===== src/rtl/mesh_pkg.sv =====
// Shared packet definitions for the mesh network interface.
// Packets are MSB-first vectors [0:PL-1]: bit 0 is the valid flag, followed by
// dest X, dest Y, src X, src Y and the payload. An all-zero word is idle.
package mesh_pkg;

    localparam int PL = 32;
    localparam int CS = 2;
    localparam int DW = PL - 1 - 4 * CS;

    localparam int DEF_TX_DEPTH = 4;
    localparam int DEF_RX_DEPTH = 4;

    localparam int OFS_VALID  = 0;
    localparam int OFS_DEST_X = 1;
    localparam int OFS_DEST_Y = OFS_DEST_X + CS;
    localparam int OFS_SRC_X  = OFS_DEST_Y + CS;
    localparam int OFS_SRC_Y  = OFS_SRC_X + CS;
    localparam int OFS_DATA   = OFS_SRC_Y + CS;

    typedef logic [0:PL-1] pkt_t;
    typedef logic [CS-1:0] coord_t;
    typedef logic [DW-1:0] data_t;

    // Member order matches the wire order, so a static cast maps bit 0 to valid.
    typedef struct packed {
        logic   valid;
        coord_t dest_x;
        coord_t dest_y;
        coord_t src_x;
        coord_t src_y;
        data_t  data;
    } pkt_fields_t;

    // What the RX buffer keeps: dest is already checked and valid is implied.
    typedef struct packed {
        coord_t src_x;
        coord_t src_y;
        data_t  data;
    } rx_entry_t;

    localparam int RXW = $bits(rx_entry_t);

    function automatic pkt_t pack_pkt(coord_t dest_x, coord_t dest_y,
                                      coord_t src_x, coord_t src_y, data_t data);
        pkt_fields_t f;
        f.valid  = 1'b1;
        f.dest_x = dest_x;
        f.dest_y = dest_y;
        f.src_x  = src_x;
        f.src_y  = src_y;
        f.data   = data;
        return pkt_t'(f);
    endfunction

    function automatic pkt_fields_t unpack_pkt(pkt_t p);
        return pkt_fields_t'(p);
    endfunction

endpackage


===== src/rtl/mesh_net_iface_if.sv =====
// Bundle of the core-side and router-side signals of the network interface.
// slave is the interface block itself; master is the core/router environment.
interface mesh_net_iface_if;
    import mesh_pkg::*;

    coord_t node_x;
    coord_t node_y;

    logic   tx_valid;
    logic   tx_ready;
    coord_t tx_dest_x;
    coord_t tx_dest_y;
    data_t  tx_data;

    pkt_t   pkt_out;
    logic   avail_in;

    pkt_t   pkt_in;
    logic   avail_out;

    logic   rx_valid;
    logic   rx_ready;
    coord_t rx_src_x;
    coord_t rx_src_y;
    data_t  rx_data;

    logic   err_overflow;
    logic   err_misroute;

    modport slave (
        input  node_x, node_y,
        input  tx_valid, tx_dest_x, tx_dest_y, tx_data,
        output tx_ready,
        output pkt_out,
        input  avail_in,
        input  pkt_in,
        output avail_out,
        output rx_valid, rx_src_x, rx_src_y, rx_data,
        input  rx_ready,
        output err_overflow, err_misroute
    );

    modport master (
        output node_x, node_y,
        output tx_valid, tx_dest_x, tx_dest_y, tx_data,
        input  tx_ready,
        input  pkt_out,
        output avail_in,
        output pkt_in,
        input  avail_out,
        input  rx_valid, rx_src_x, rx_src_y, rx_data,
        output rx_ready,
        input  err_overflow, err_misroute
    );

endinterface


===== src/rtl/mesh_sync_fifo.sv =====
// Synchronous FIFO with occupancy count. DEPTH must be a power of two so the
// pointers wrap naturally. A push while full is accepted only when a pop
// happens in the same cycle; the read data is the head, combinationally.
module mesh_sync_fifo #(
    parameter int W     = 32,
    parameter int DEPTH = 4
) (
    input  logic                     clk,
    input  logic                     rst,
    input  logic                     push_i,
    input  logic [W-1:0]             wdata_i,
    input  logic                     pop_i,
    output logic [W-1:0]             rdata_o,
    output logic                     full_o,
    output logic                     empty_o,
    output logic [$clog2(DEPTH):0]   count_o
);

    localparam int AW = $clog2(DEPTH);
    localparam logic [AW:0] FULL_CNT = (AW + 1)'(DEPTH);

    logic [W-1:0]  mem_q [DEPTH];
    logic [AW-1:0] wr_ptr_q, wr_ptr_d;
    logic [AW-1:0] rd_ptr_q, rd_ptr_d;
    logic [AW:0]   count_q, count_d;
    logic          do_push, do_pop;

    // Qualify the requests and compute next pointers and count.
    always_comb begin
        do_pop   = pop_i && (count_q != '0);
        do_push  = push_i && ((count_q != FULL_CNT) || do_pop);
        wr_ptr_d = wr_ptr_q;
        rd_ptr_d = rd_ptr_q;
        count_d  = count_q;
        if (do_push) wr_ptr_d = wr_ptr_q + 1'b1;
        if (do_pop)  rd_ptr_d = rd_ptr_q + 1'b1;
        case ({do_push, do_pop})
            2'b10:   count_d = count_q + 1'b1;
            2'b01:   count_d = count_q - 1'b1;
            default: count_d = count_q;
        endcase
    end

    // Pointer and count registers; reset empties the FIFO.
    always_ff @(posedge clk) begin
        if (rst) begin
            wr_ptr_q <= '0;
            rd_ptr_q <= '0;
            count_q  <= '0;
        end else begin
            wr_ptr_q <= wr_ptr_d;
            rd_ptr_q <= rd_ptr_d;
            count_q  <= count_d;
        end
    end

    // Storage needs no reset: nothing is visible until count says so.
    always_ff @(posedge clk) begin
        if (do_push) mem_q[wr_ptr_q] <= wdata_i;
    end

    assign rdata_o = mem_q[rd_ptr_q];
    assign full_o  = (count_q == FULL_CNT);
    assign empty_o = (count_q == '0);
    assign count_o = count_q;

endmodule


===== src/rtl/mesh_net_iface.sv =====
// Network interface between a core and the local port of its mesh router.
// TX: core messages are packed with this node's coordinates, buffered, and
// injected as single-cycle packets when the router advertised room the cycle
// before. RX: router packets are checked against this node's address, buffered,
// and handed to the core; overflow and misroute are sticky until reset.
module mesh_net_iface
    import mesh_pkg::*;
#(
    parameter int TX_DEPTH = DEF_TX_DEPTH,
    parameter int RX_DEPTH = DEF_RX_DEPTH
) (
    input logic              clk,
    input logic              rst,
    mesh_net_iface_if.slave  bus
);

    localparam int RCW = $clog2(RX_DEPTH) + 1;
    localparam logic [RCW:0] RX_LIMIT = (RCW + 1)'(RX_DEPTH);

    // TX path
    pkt_t   tx_wdata;
    pkt_t   tx_head;
    logic   tx_push, tx_pop;
    logic   tx_full, tx_empty;
    logic [$clog2(TX_DEPTH):0] tx_count_unused;
    pkt_t   pkt_out_q, pkt_out_d;

    // RX path
    rx_entry_t rx_wdata;
    rx_entry_t rx_head;
    logic      rx_in_valid, dest_ok;
    logic      rx_push, rx_pop;
    logic      rx_full, rx_empty;
    logic [RCW-1:0] rx_count;
    logic [RCW:0]   rx_occ;
    logic      err_ovf_q, err_ovf_d;
    logic      err_mis_q, err_mis_d;

    assign tx_wdata = pack_pkt(bus.tx_dest_x, bus.tx_dest_y, bus.node_x, bus.node_y,
                               bus.tx_data);
    assign tx_push  = bus.tx_valid && !tx_full;
    // avail_in seen now guarantees the router takes what we drive next cycle.
    assign tx_pop   = bus.avail_in && !tx_empty;

    mesh_sync_fifo #(.W(PL), .DEPTH(TX_DEPTH)) u_tx_fifo (
        .clk     (clk),
        .rst     (rst),
        .push_i  (tx_push),
        .wdata_i (tx_wdata),
        .pop_i   (tx_pop),
        .rdata_o (tx_head),
        .full_o  (tx_full),
        .empty_o (tx_empty),
        .count_o (tx_count_unused)
    );

    // Present the popped head for exactly one cycle, idle word otherwise.
    always_comb begin
        pkt_out_d = '0;
        if (tx_pop) pkt_out_d = tx_head;
    end

    // Injection register toward the router.
    always_ff @(posedge clk) begin
        if (rst) pkt_out_q <= '0;
        else     pkt_out_q <= pkt_out_d;
    end

    assign bus.tx_ready = !tx_full;
    assign bus.pkt_out  = pkt_out_q;

    assign rx_in_valid = bus.pkt_in[OFS_VALID];
    assign dest_ok     = (bus.pkt_in[OFS_DEST_X +: CS] == bus.node_x) &&
                         (bus.pkt_in[OFS_DEST_Y +: CS] == bus.node_y);
    assign rx_wdata    = {bus.pkt_in[OFS_SRC_X +: CS], bus.pkt_in[OFS_SRC_Y +: CS],
                          bus.pkt_in[OFS_DATA +: DW]};
    assign rx_pop      = bus.rx_ready && !rx_empty;
    // A full buffer still takes a packet when the head leaves in the same cycle.
    assign rx_push     = rx_in_valid && dest_ok && (!rx_full || rx_pop);

    mesh_sync_fifo #(.W(RXW), .DEPTH(RX_DEPTH)) u_rx_fifo (
        .clk     (clk),
        .rst     (rst),
        .push_i  (rx_push),
        .wdata_i (rx_wdata),
        .pop_i   (rx_pop),
        .rdata_o (rx_head),
        .full_o  (rx_full),
        .empty_o (rx_empty),
        .count_o (rx_count)
    );

    // Sticky error accumulation; a misrouted packet never counts as overflow.
    always_comb begin
        err_ovf_d = err_ovf_q;
        err_mis_d = err_mis_q;
        if (rx_in_valid && !dest_ok)                       err_mis_d = 1'b1;
        if (rx_in_valid && dest_ok && rx_full && !rx_pop)  err_ovf_d = 1'b1;
    end

    // Error flag registers, cleared only by reset.
    always_ff @(posedge clk) begin
        if (rst) begin
            err_ovf_q <= 1'b0;
            err_mis_q <= 1'b0;
        end else begin
            err_ovf_q <= err_ovf_d;
            err_mis_q <= err_mis_d;
        end
    end

    // Availability counts the arriving packet but not a same-cycle pop, so it
    // may deassert one cycle early; it never promises room that is not there.
    assign rx_occ        = {1'b0, rx_count} + {{RCW{1'b0}}, rx_in_valid};
    assign bus.avail_out = (rx_occ < RX_LIMIT);

    assign bus.rx_valid     = !rx_empty;
    assign bus.rx_src_x     = rx_head.src_x;
    assign bus.rx_src_y     = rx_head.src_y;
    assign bus.rx_data      = rx_head.data;
    assign bus.err_overflow = err_ovf_q;
    assign bus.err_misroute = err_mis_q;

endmodule


===== src/flat_wrapper.sv =====
// flat-port wrapper written by rule: the top's interface ports become plain ports
module mesh_net_iface_flat import mesh_pkg::*;
#(
    parameter int TX_DEPTH = DEF_TX_DEPTH,
    parameter int RX_DEPTH = DEF_RX_DEPTH
)
  (clk, rst, bus_node_x, bus_node_y, bus_tx_valid, bus_tx_dest_x, bus_tx_dest_y, bus_tx_data, bus_tx_ready, bus_pkt_out, bus_avail_in, bus_pkt_in, bus_avail_out, bus_rx_valid, bus_rx_src_x, bus_rx_src_y, bus_rx_data, bus_rx_ready, bus_err_overflow, bus_err_misroute);
  mesh_net_iface_if bus_i ();
  input logic clk;
  input logic rst;
  input wire logic [$bits(bus_i.node_x)-1:0] bus_node_x;
  input wire logic [$bits(bus_i.node_y)-1:0] bus_node_y;
  input wire logic [$bits(bus_i.tx_valid)-1:0] bus_tx_valid;
  input wire logic [$bits(bus_i.tx_dest_x)-1:0] bus_tx_dest_x;
  input wire logic [$bits(bus_i.tx_dest_y)-1:0] bus_tx_dest_y;
  input wire logic [$bits(bus_i.tx_data)-1:0] bus_tx_data;
  output wire logic [$bits(bus_i.tx_ready)-1:0] bus_tx_ready;
  output wire logic [$bits(bus_i.pkt_out)-1:0] bus_pkt_out;
  input wire logic [$bits(bus_i.avail_in)-1:0] bus_avail_in;
  input wire logic [$bits(bus_i.pkt_in)-1:0] bus_pkt_in;
  output wire logic [$bits(bus_i.avail_out)-1:0] bus_avail_out;
  output wire logic [$bits(bus_i.rx_valid)-1:0] bus_rx_valid;
  output wire logic [$bits(bus_i.rx_src_x)-1:0] bus_rx_src_x;
  output wire logic [$bits(bus_i.rx_src_y)-1:0] bus_rx_src_y;
  output wire logic [$bits(bus_i.rx_data)-1:0] bus_rx_data;
  input wire logic [$bits(bus_i.rx_ready)-1:0] bus_rx_ready;
  output wire logic [$bits(bus_i.err_overflow)-1:0] bus_err_overflow;
  output wire logic [$bits(bus_i.err_misroute)-1:0] bus_err_misroute;
  assign bus_i.node_x = bus_node_x;
  assign bus_i.node_y = bus_node_y;
  assign bus_i.tx_valid = bus_tx_valid;
  assign bus_i.tx_dest_x = bus_tx_dest_x;
  assign bus_i.tx_dest_y = bus_tx_dest_y;
  assign bus_i.tx_data = bus_tx_data;
  assign bus_tx_ready = bus_i.tx_ready;
  assign bus_pkt_out = bus_i.pkt_out;
  assign bus_i.avail_in = bus_avail_in;
  assign bus_i.pkt_in = bus_pkt_in;
  assign bus_avail_out = bus_i.avail_out;
  assign bus_rx_valid = bus_i.rx_valid;
  assign bus_rx_src_x = bus_i.rx_src_x;
  assign bus_rx_src_y = bus_i.rx_src_y;
  assign bus_rx_data = bus_i.rx_data;
  assign bus_i.rx_ready = bus_rx_ready;
  assign bus_err_overflow = bus_i.err_overflow;
  assign bus_err_misroute = bus_i.err_misroute;
  mesh_net_iface #(.TX_DEPTH(TX_DEPTH), .RX_DEPTH(RX_DEPTH)) u_core (.clk(clk), .rst(rst), .bus(bus_i));
endmodule

===== config.mk =====
export PLATFORM = sky130hd
export DESIGN_NAME = mesh_net_iface_flat
export DESIGN_NICKNAME = d
export VERILOG_FILES = /design/src/rtl/mesh_pkg.sv /design/src/rtl/mesh_net_iface_if.sv /design/src/rtl/mesh_sync_fifo.sv /design/src/rtl/mesh_net_iface.sv /design/src/flat_wrapper.sv
export SDC_FILE = /design/constraint.sdc
export NUM_CORES = 1
export LEC_CHECK = 0
export BUFFER_PORTS_ARGS = -buffer_cell sky130_fd_sc_hd__buf_2
export CORE_MARGIN = 5
export CORE_UTILIZATION = 55
export CTS_CLUSTER_SIZE = 40
export DETAILED_ROUTE_END_ITERATION = 6
export GPL_TIMING_DRIVEN = 0
export PLACE_DENSITY = 0.74
export SLEW_MARGIN = 10
export SYNTH_ARGS = -nofsm -noshare
export SYNTH_HDL_FRONTEND = slang
export SYNTH_HIERARCHICAL = 1
export SYNTH_SLANG_ARGS = --single-unit

===== constraint.sdc =====
create_clock -name clk -period 5.55 [get_ports clk]
set_clock_uncertainty 0.1 [all_clocks]
set_input_delay 1.11 -clock clk [delete_from_list [all_inputs] [get_ports clk]]
set_output_delay 1.11 -clock clk [all_outputs]
set_load 0.02 [all_outputs]

==> flow_metrics.tcl, run 1 <==
set metrics [dict create \
    hold_buffers 0 \
    die_area_um2 22200 \
    design_area_um2 12600 \
    insertion_delay_ns 0.52 \
    path_buf_inv 3 \
    root_buffer "clkbuf_16" \
    rrSetupSlack_ns 2.62 \
    htreeDepth 1 \
    initial_core_util_pct 56.3 \
    vdd_drop_max_v 0.000384 \
    min_period_ns 3.11 \
    worstMarginPinSlew_ns 0.752 \
    async_flop_share_pct 0 \
    dpl-instance-area_um2 11700 \
    avgSynthCellArea_um2 20.7 \
    grt_pass1_vias 5745 \
    gp_congestion 0.754 \
    arrival_ns 1.90 \
    hp-class "register to register" \
    drc 0 \
    finalCritPeriodShare_pct 56.0 \
    min_to "u_core/bus.err_overflow" \
    grt_pass1_wl_mm 30.8 \
    crit_chain "buf_2 > buf_2 > mux4_2 > buf_2" \
    numPortBuffers 131 \
    final-hold-violation-count 0 \
    cp_top_family "buffers and inverters" \
    drt_first_pass_iters 4 \
    rr_endpoint "u_core/u_rx_fifo/count_o[2]" \
    reg2regPathDepth 12 \
    io_pins 132 \
    path_class "register to primary output" \
    synth_warnings 6 \
    post_drt_wl_per_cell_um 20.2 \
    path_common_cell "buf_2" \
    netlist_area_um2 10600 \
    fp.dieW_um 149 \
    crit_fanout 10 \
    leakage_nw 4.54 \
    status "finished clean" \
    max_cap_violations 0 \
    path_clk_slew_ns 0.06 \
    rsz0062_at_grt "false" \
    power_density_nw_per_um2 361 \
    num_rows 50 \
    cts.sinks 288 \
    whs_path_depth 1 \
    cp-end-kind "primary output" \
    numCtsBuffers 28 \
    antenna_found_initial 1 \
    layout-drive-gt1-share_pct 36.8 \
    synth_seq_area_share_pct 76.4 \
    core-area_um2 18900 \
    max_freq_mhz 322 \
    worstHoldStart "u_core/bus.err_overflow" \
    synth_flop_cell "edfxtp_1" \
    crit_path_top_delay_cell "mux4_2" \
    worstReg2RegStart "u_core/u_rx_fifo/count_o[1]" \
    postCtsSetupRepairBufs 0 \
    synth_cells 513 \
    drt_iter0_markers 255 \
    start_kind "register" \
    setup_viol 0 \
    finalNetCount 760 \
    fin_setup_tns_ns 0 \
    postRouteAntennaNets 0 \
    ctsResizeCount 0 \
    required_ns 4.34 \
    grt_remaining_overflow 0 \
    dr_total_vias 5257 \
    p_total_w 0.00456 \
    routed_via_density 5.45 \
    hpwlAfterDp_mm 12.8 \
    ys_ff_latch 288 \
    drv_slew 0 \
    fin_ws_ns 2.44 \
    maxSlewHeadroom_pct 49.9 \
    grt_max_degree 30 \
    syn_to_final_growth_pct 18.7 \
    netlist.area_leader.share_pct 66.6 \
    grt_usage_pct 17.9 \
    cts_tree "yes" \
    ctsLongestPathBuffers 3 \
    synth.largest_area_cell "edfxtp_1" \
    die_h_um 149 \
    yosys-top-cells-area "edfxtp_1 67%, mux4_2 11%, dfxtp_1 9.8%" \
    wl_mm 19.5 \
    dp_slack_ns 2.03 \
    synth_edf_count 236 \
    slowest_delay_ns 0.36 \
    synth.distinct_cells 49 \
]
## area by class of cell
| class | instances | area [um^2] |
|---|---|---|
| buffer | 23 | 174 |
| tap | 260 | 325 |
| timing repair buffer | 135 | 736 |
| sequential | 288 | 8130 |
| clock inverter | 11 | 138 |
| clock buffer | 41 | 769 |
| inverter | 18 | 67.6 |
| multi-input combinational | 187 | 2290 |
| fill | 1293 | 6260 |
| antenna | 1 | 2.50 |
## Yosys cell counts (3+ instances only)
cell type,number
buf_2,5
inv_1,17
and3_2,3
nand2b_1,5
xor2_1,6
mux4_1,7
o21ai_0,3
and3_1,29
buf_4,3
edfxtp_1,236
nor2_1,15
nor3_1,3
nor2b_1,3
dfxtp_1,52
a21oi_1,3
mux4_2,52
clkbuf_1,4
buf_6,5
buf_1,4
ha_1,9
xnor2_1,6
and2_1,8
## worst reg2reg max path, stage by stage, from the launching register on
cell and delay [ns]:
dfxtp_1 0.38, nor3_1 0.38, nor2b_1 0.17, o21ai_0 0.21, nor2_1 0.06, a21boi_2 0.20
inv_1 0.09, ha_1 0.19, inv_1 0.07, fa_1 0.39, xor2_1 0.17, or3_1 0.32
a21oi_1 0.15
## per-layer routing
| layer | up-vias | track usage [%] | part of all wire, % |
|---|---|---|---|
| li1 | 2382 | - | - |
| met1 | 2694 | 22.3 | 40 |
| met2 | 149 | 32.4 | 52 |
| met3 | 30 | 3.28 | 6.1 |
| met4 | 2 | 4.44 | 1.7 |
| met5 | - | 0 | 0.036 |
## registers in the layout (all words and copies together) (netlist names), named ones only
name and cells:
u_core/bus.err_overflow 1, u_core/u_rx_fifo/rd_ptr_q 2, u_core/u_rx_fifo/count_o 3, u_core/bus.pkt_out 32, u_core/u_rx_fifo/mem_q 108, u_core/u_rx_fifo/wr_ptr_q 2
u_core/u_tx_fifo/count_o 3, u_core/u_tx_fifo/rd_ptr_q 2, u_core/u_tx_fifo/wr_ptr_q 2, u_core/u_tx_fifo/mem_q 128, u_core/bus.err_misroute 1
## cell usage in the layout, fill, tap and decap left out, types with 3 or more instances in the layout
cell type    n
mux4_2      52
buf_12       6
and3_1      29
and3_2       3
nor3_1       3
nor2_1      15
and2_2       8
dfxtp_1     52
clkinv_2     4
bufinv_16    3
o21ai_0      3
xnor2_1      6
clkinv_1     3
clkbuf_1    15
inv_1       17
ha_1         9
xor2_1       6
buf_4        3
buf_2      136
mux4_1       7
buf_6        5
edfxtp_1   236
nor2b_1      3
nand2b_1     5
conb_1       4
clkbuf_16   28
a21oi_1      3
buf_1        4
## stage by stage
stage / hold WS (ns) / cells / utilization [%]
floorplan: 0.359 / 516 / -
global placement: 0.347 / 907 / 61.6
detailed placement: 0.364 / 911 / 62.0
CTS: 0.378 / 963 / 66.8
global route: 0.389 / 963 / 66.8
finish: 0.374 / 964 / 66.9
## worst max-delay path by stage
stage | slack [ns] | end | cells past startpoint
CTS | 2.40 | bus_rx_data[7] | 4
finish | 2.44 | bus_rx_data[7] | 4
floorplan | 2.51 | u_core/u_tx_fifo/mem_q[0][0] | 5
global placement | 1.62 | u_core/u_tx_fifo/mem_q[0][1] | 6
global route | 2.35 | bus_rx_data[7] | 4
detailed placement | 2.03 | u_core/u_rx_fifo/count_o[2] | 12
## report_power, final
group / internal [W] / switching, W / leakage [nW]
Clock: 0.00110 / 0.000740 / 0.442
Combinational: 0.000119 / 0.000158 / 1.53
Sequential: 0.00243 / 0.0000237 / 2.57
Total: 0.00364 / 0.000921 / 4.54
## cell families (layout without fill, tap and decap cells)
kind of cell    after synthesis  count (layout)  synth area share [%]
other cells                   1               5                0.0352
compound gates               17              17                  1.18
fa+ha+maj                    11              11                  1.43
mux                          63              63                  13.2
xor+xnor                     12              12                 0.988
simple gates                 80              80                  4.54
buf+inv                      41             228                  2.27
flops                       288             288                  76.4
Note: power is estimated with default switching activity, not from simulation.
==> inputs of run 2 (changes only) <==
--- a/config.mk
+++ b/config.mk
@@ -5,6 +5,7 @@
 export SDC_FILE = /design/constraint.sdc
 export NUM_CORES = 1
 export LEC_CHECK = 0
+export ABC_AREA = 1
 export BUFFER_PORTS_ARGS = -buffer_cell sky130_fd_sc_hd__buf_2
 export CORE_MARGIN = 5
 export CORE_UTILIZATION = 55
==> constraint.sdc (replaced) <==
create_clock -name clk -period 3.26 [get_ports clk]
set_clock_uncertainty 0.1 [all_clocks]
set_input_delay 0.652 -clock clk [delete_from_list [all_inputs] [get_ports clk]]
set_output_delay 0.652 -clock clk [all_outputs]
set_load 0.02 [all_outputs]
==> flow_metrics.tcl, run 2 <==
set metrics [dict create \
    status "finished clean" \
    fin_util_pct 66.5 \
    power_density_nw_per_um2 646 \
    grt_max_degree 28 \
    layout-drive-gt1-share_pct 22.4 \
    worstMarginPinSlew_ns 0.892 \
    yosys.area_share.simple_pct 8.43 \
    setup_viol 0 \
    ctsLongestPathBuffers 3 \
    hpwlAfterDp_mm 14.9 \
    yosys-top-cells-area "edfxtp_1 65%, dfxtp_1 9.5%, nor2_1 5.8%" \
    synthMuxAreaShare_pct 0 \
    grt_pass1_wl_mm 37.1 \
    multi_input_area_um2 2250 \
    avgSynthCellArea_um2 12.8 \
    insertion_delay_ns 0.54 \
    nFillCells 1424 \
    die_h_um 151 \
    antenna_found_initial 5 \
    fp.dieW_um 151 \
    dr_total_vias 6988 \
    path_class "register to register" \
    finalCritPeriodShare_pct 90.3 \
    start_kind "register" \
    instances_no_fill 1313 \
    async_flop_share_pct 0 \
    gp_congestion 0.774 \
    synth-xor-area-share_pct 0 \
    synth_flop_cell "edfxtp_1" \
    synth_adder_area_share_pct 1.40 \
    largest-register "u_core/u_tx_fifo/mem_q" \
    drt_first_pass_iters 5 \
    placed_cells_incl_taps 1258 \
    cts.sinks 288 \
    routed_via_density 5.32 \
    syn_to_final_growth_pct 18.9 \
    numPortBuffers 131 \
    layout_commonest_cell "edfxtp_1" \
    vdd_drop_max_v 0.000536 \
    grt_usage_pct 20.9 \
    crit_fanout 27 \
    cp-end-kind "register" \
    path_clk_slew_ns 0.07 \
    grt_remaining_overflow 0 \
    synth_compound_area_share_pct 10.0 \
    rrSetupSlack_ns 0.32 \
    initial_core_util_pct 55.9 \
    synth.largest_area_cell "edfxtp_1" \
    drc 0 \
    yosysMostFrequentCell "edfxtp_1" \
    drt_iter0_markers 423 \
    postCtsSetupRepairBufs 0 \
    largest_reg_flops 128 \
    netlist.area_leader.share_pct 64.9 \
    crit_start "u_core/u_rx_fifo/count_o[1]" \
    dpl-instance-area_um2 12100 \
    synth.distinct_cells 32 \
    post_drt_wl_per_cell_um 17.8 \
    worstReg2RegStart "u_core/u_rx_fifo/count_o[1]" \
    ys_ff_latch 288 \
    drv_slew 0 \
    htreeDepth 1 \
    leakage_nw 5.02 \
    finalNetCount 1102 \
    fin_setup_tns_ns 0 \
    p_total_w 0.00839 \
    rsz0062_at_grt "false" \
    worstHoldStart "bus_tx_data[9]" \
    hold_buffers 0 \
    design_area_um2 13000 \
    numCtsBuffers 28 \
    final_cell_mix "236 x edfxtp_1, 162 x nor2_1, 143 x buf_2, 97 x o21ai_0, 84 x inv_1" \
    io_pins 132 \
    max_cap_violations 0 \
    min_period_ns 2.94 \
    wl_mm 23.3 \
    final-hold-violation-count 0 \
    synth_top_family_by_area "compound AO/OA/AOI/OAI gates" \
    arrival_ns 2.99 \
    postRouteAntennaNets 0 \
    cts_tree "yes" \
    hp-class "primary input to register" \
    synth_edf_count 236 \
    ctsResizeCount 0 \
    max_freq_mhz 340 \
    synth_seq_area_share_pct 74.4 \
    maxSlewHeadroom_pct 40.4 \
    synth_cells 853 \
    root_buffer "clkbuf_16" \
    grt_pass1_vias 7211 \
    synth_warnings 6 \
    core-area_um2 19500 \
    required_ns 3.31 \
    ys_top_cells_by_count "236 x edfxtp_1, 170 x nor2_1, 97 x o21ai_0" \
    die_area_um2 22800 \
    num_rows 51 \
    netlist_area_um2 10900 \
    seq_area_um2 8130 \
]
[run 2: cell count changes in the layout (fill, tap and decap cells not counted), moves of 29 or more]
cell	previous run	this run
and3_1	29	0
nor2_1	15	162
o21ai_0	3	97
inv_1	17	84
o22ai_1	0	59
mux4_2	52	0
[run 2: layout make-up]
cell class / count / share of cell area [%]
sequential: 288 / 62.6
multi-input combinational: 442 / 17.3
timing repair buffer: 137 / 6.09
clock buffer: 37 / 5.81
inverter: 88 / 2.64
tap: 265 / 2.55
buffer: 38 / 2.12
clock inverter: 15 / 0.838
antenna: 3 / 0.0578
[run 2: worst max-delay path: stages, from the launching register on]
cell and delay (ns):
dfxtp_1 0.40, nor2_2 0.08, nand2_2 0.09, inv_1 0.05
nor2_1 0.26, nor2_1 0.12, nor3b_2 0.33, nand2_1 0.33
nor2_4 0.78
[run 2: metrics by stage]
step | hold WS, ns | setup WS, ns
after floorplan | 0.336 | 0.176
after global placement | 0.344 | -1.00
after detailed placement | 0.356 | 0.0847
after CTS | 0.202 | 0.304
after global routing | 0.214 | 0.130
final | 0.219 | 0.318
[run 2: logic make-up after synthesis]
kind of cell,after synthesis
flops,288
buf+inv,126
other cells,1
compound gates,201
fa+ha+maj,11
simple gates,226
[run 2: path summary, 6_finish.rpt]
path / end / depth (start not counted)
setup / recovery: u_core/u_rx_fifo/mem_q[2][22] / 8
hold / removal: u_core/u_tx_fifo/mem_q[1][9] / 1
setup reg to reg: u_core/u_rx_fifo/mem_q[2][22] / 8
hold reg to reg: u_core/bus.err_overflow / 2
[run 2: power by group]
| group | total [W] | switching, W | internal, W | leakage, nW |
|---|---|---|---|---|
| Clock | 0.00300 | 0.00129 | 0.00171 | 0.420 |
| Combinational | 0.00108 | 0.000741 | 0.000342 | 2.03 |
| Sequential | 0.00431 | 0.0000710 | 0.00424 | 2.57 |
[run 2: routing by layer]
metal	GRT usage (%)	share of wire, %
met1	27.0	39
met2	36.1	51
met3	3.68	7.7
met4	6.98	2.2
met5	0	0.14
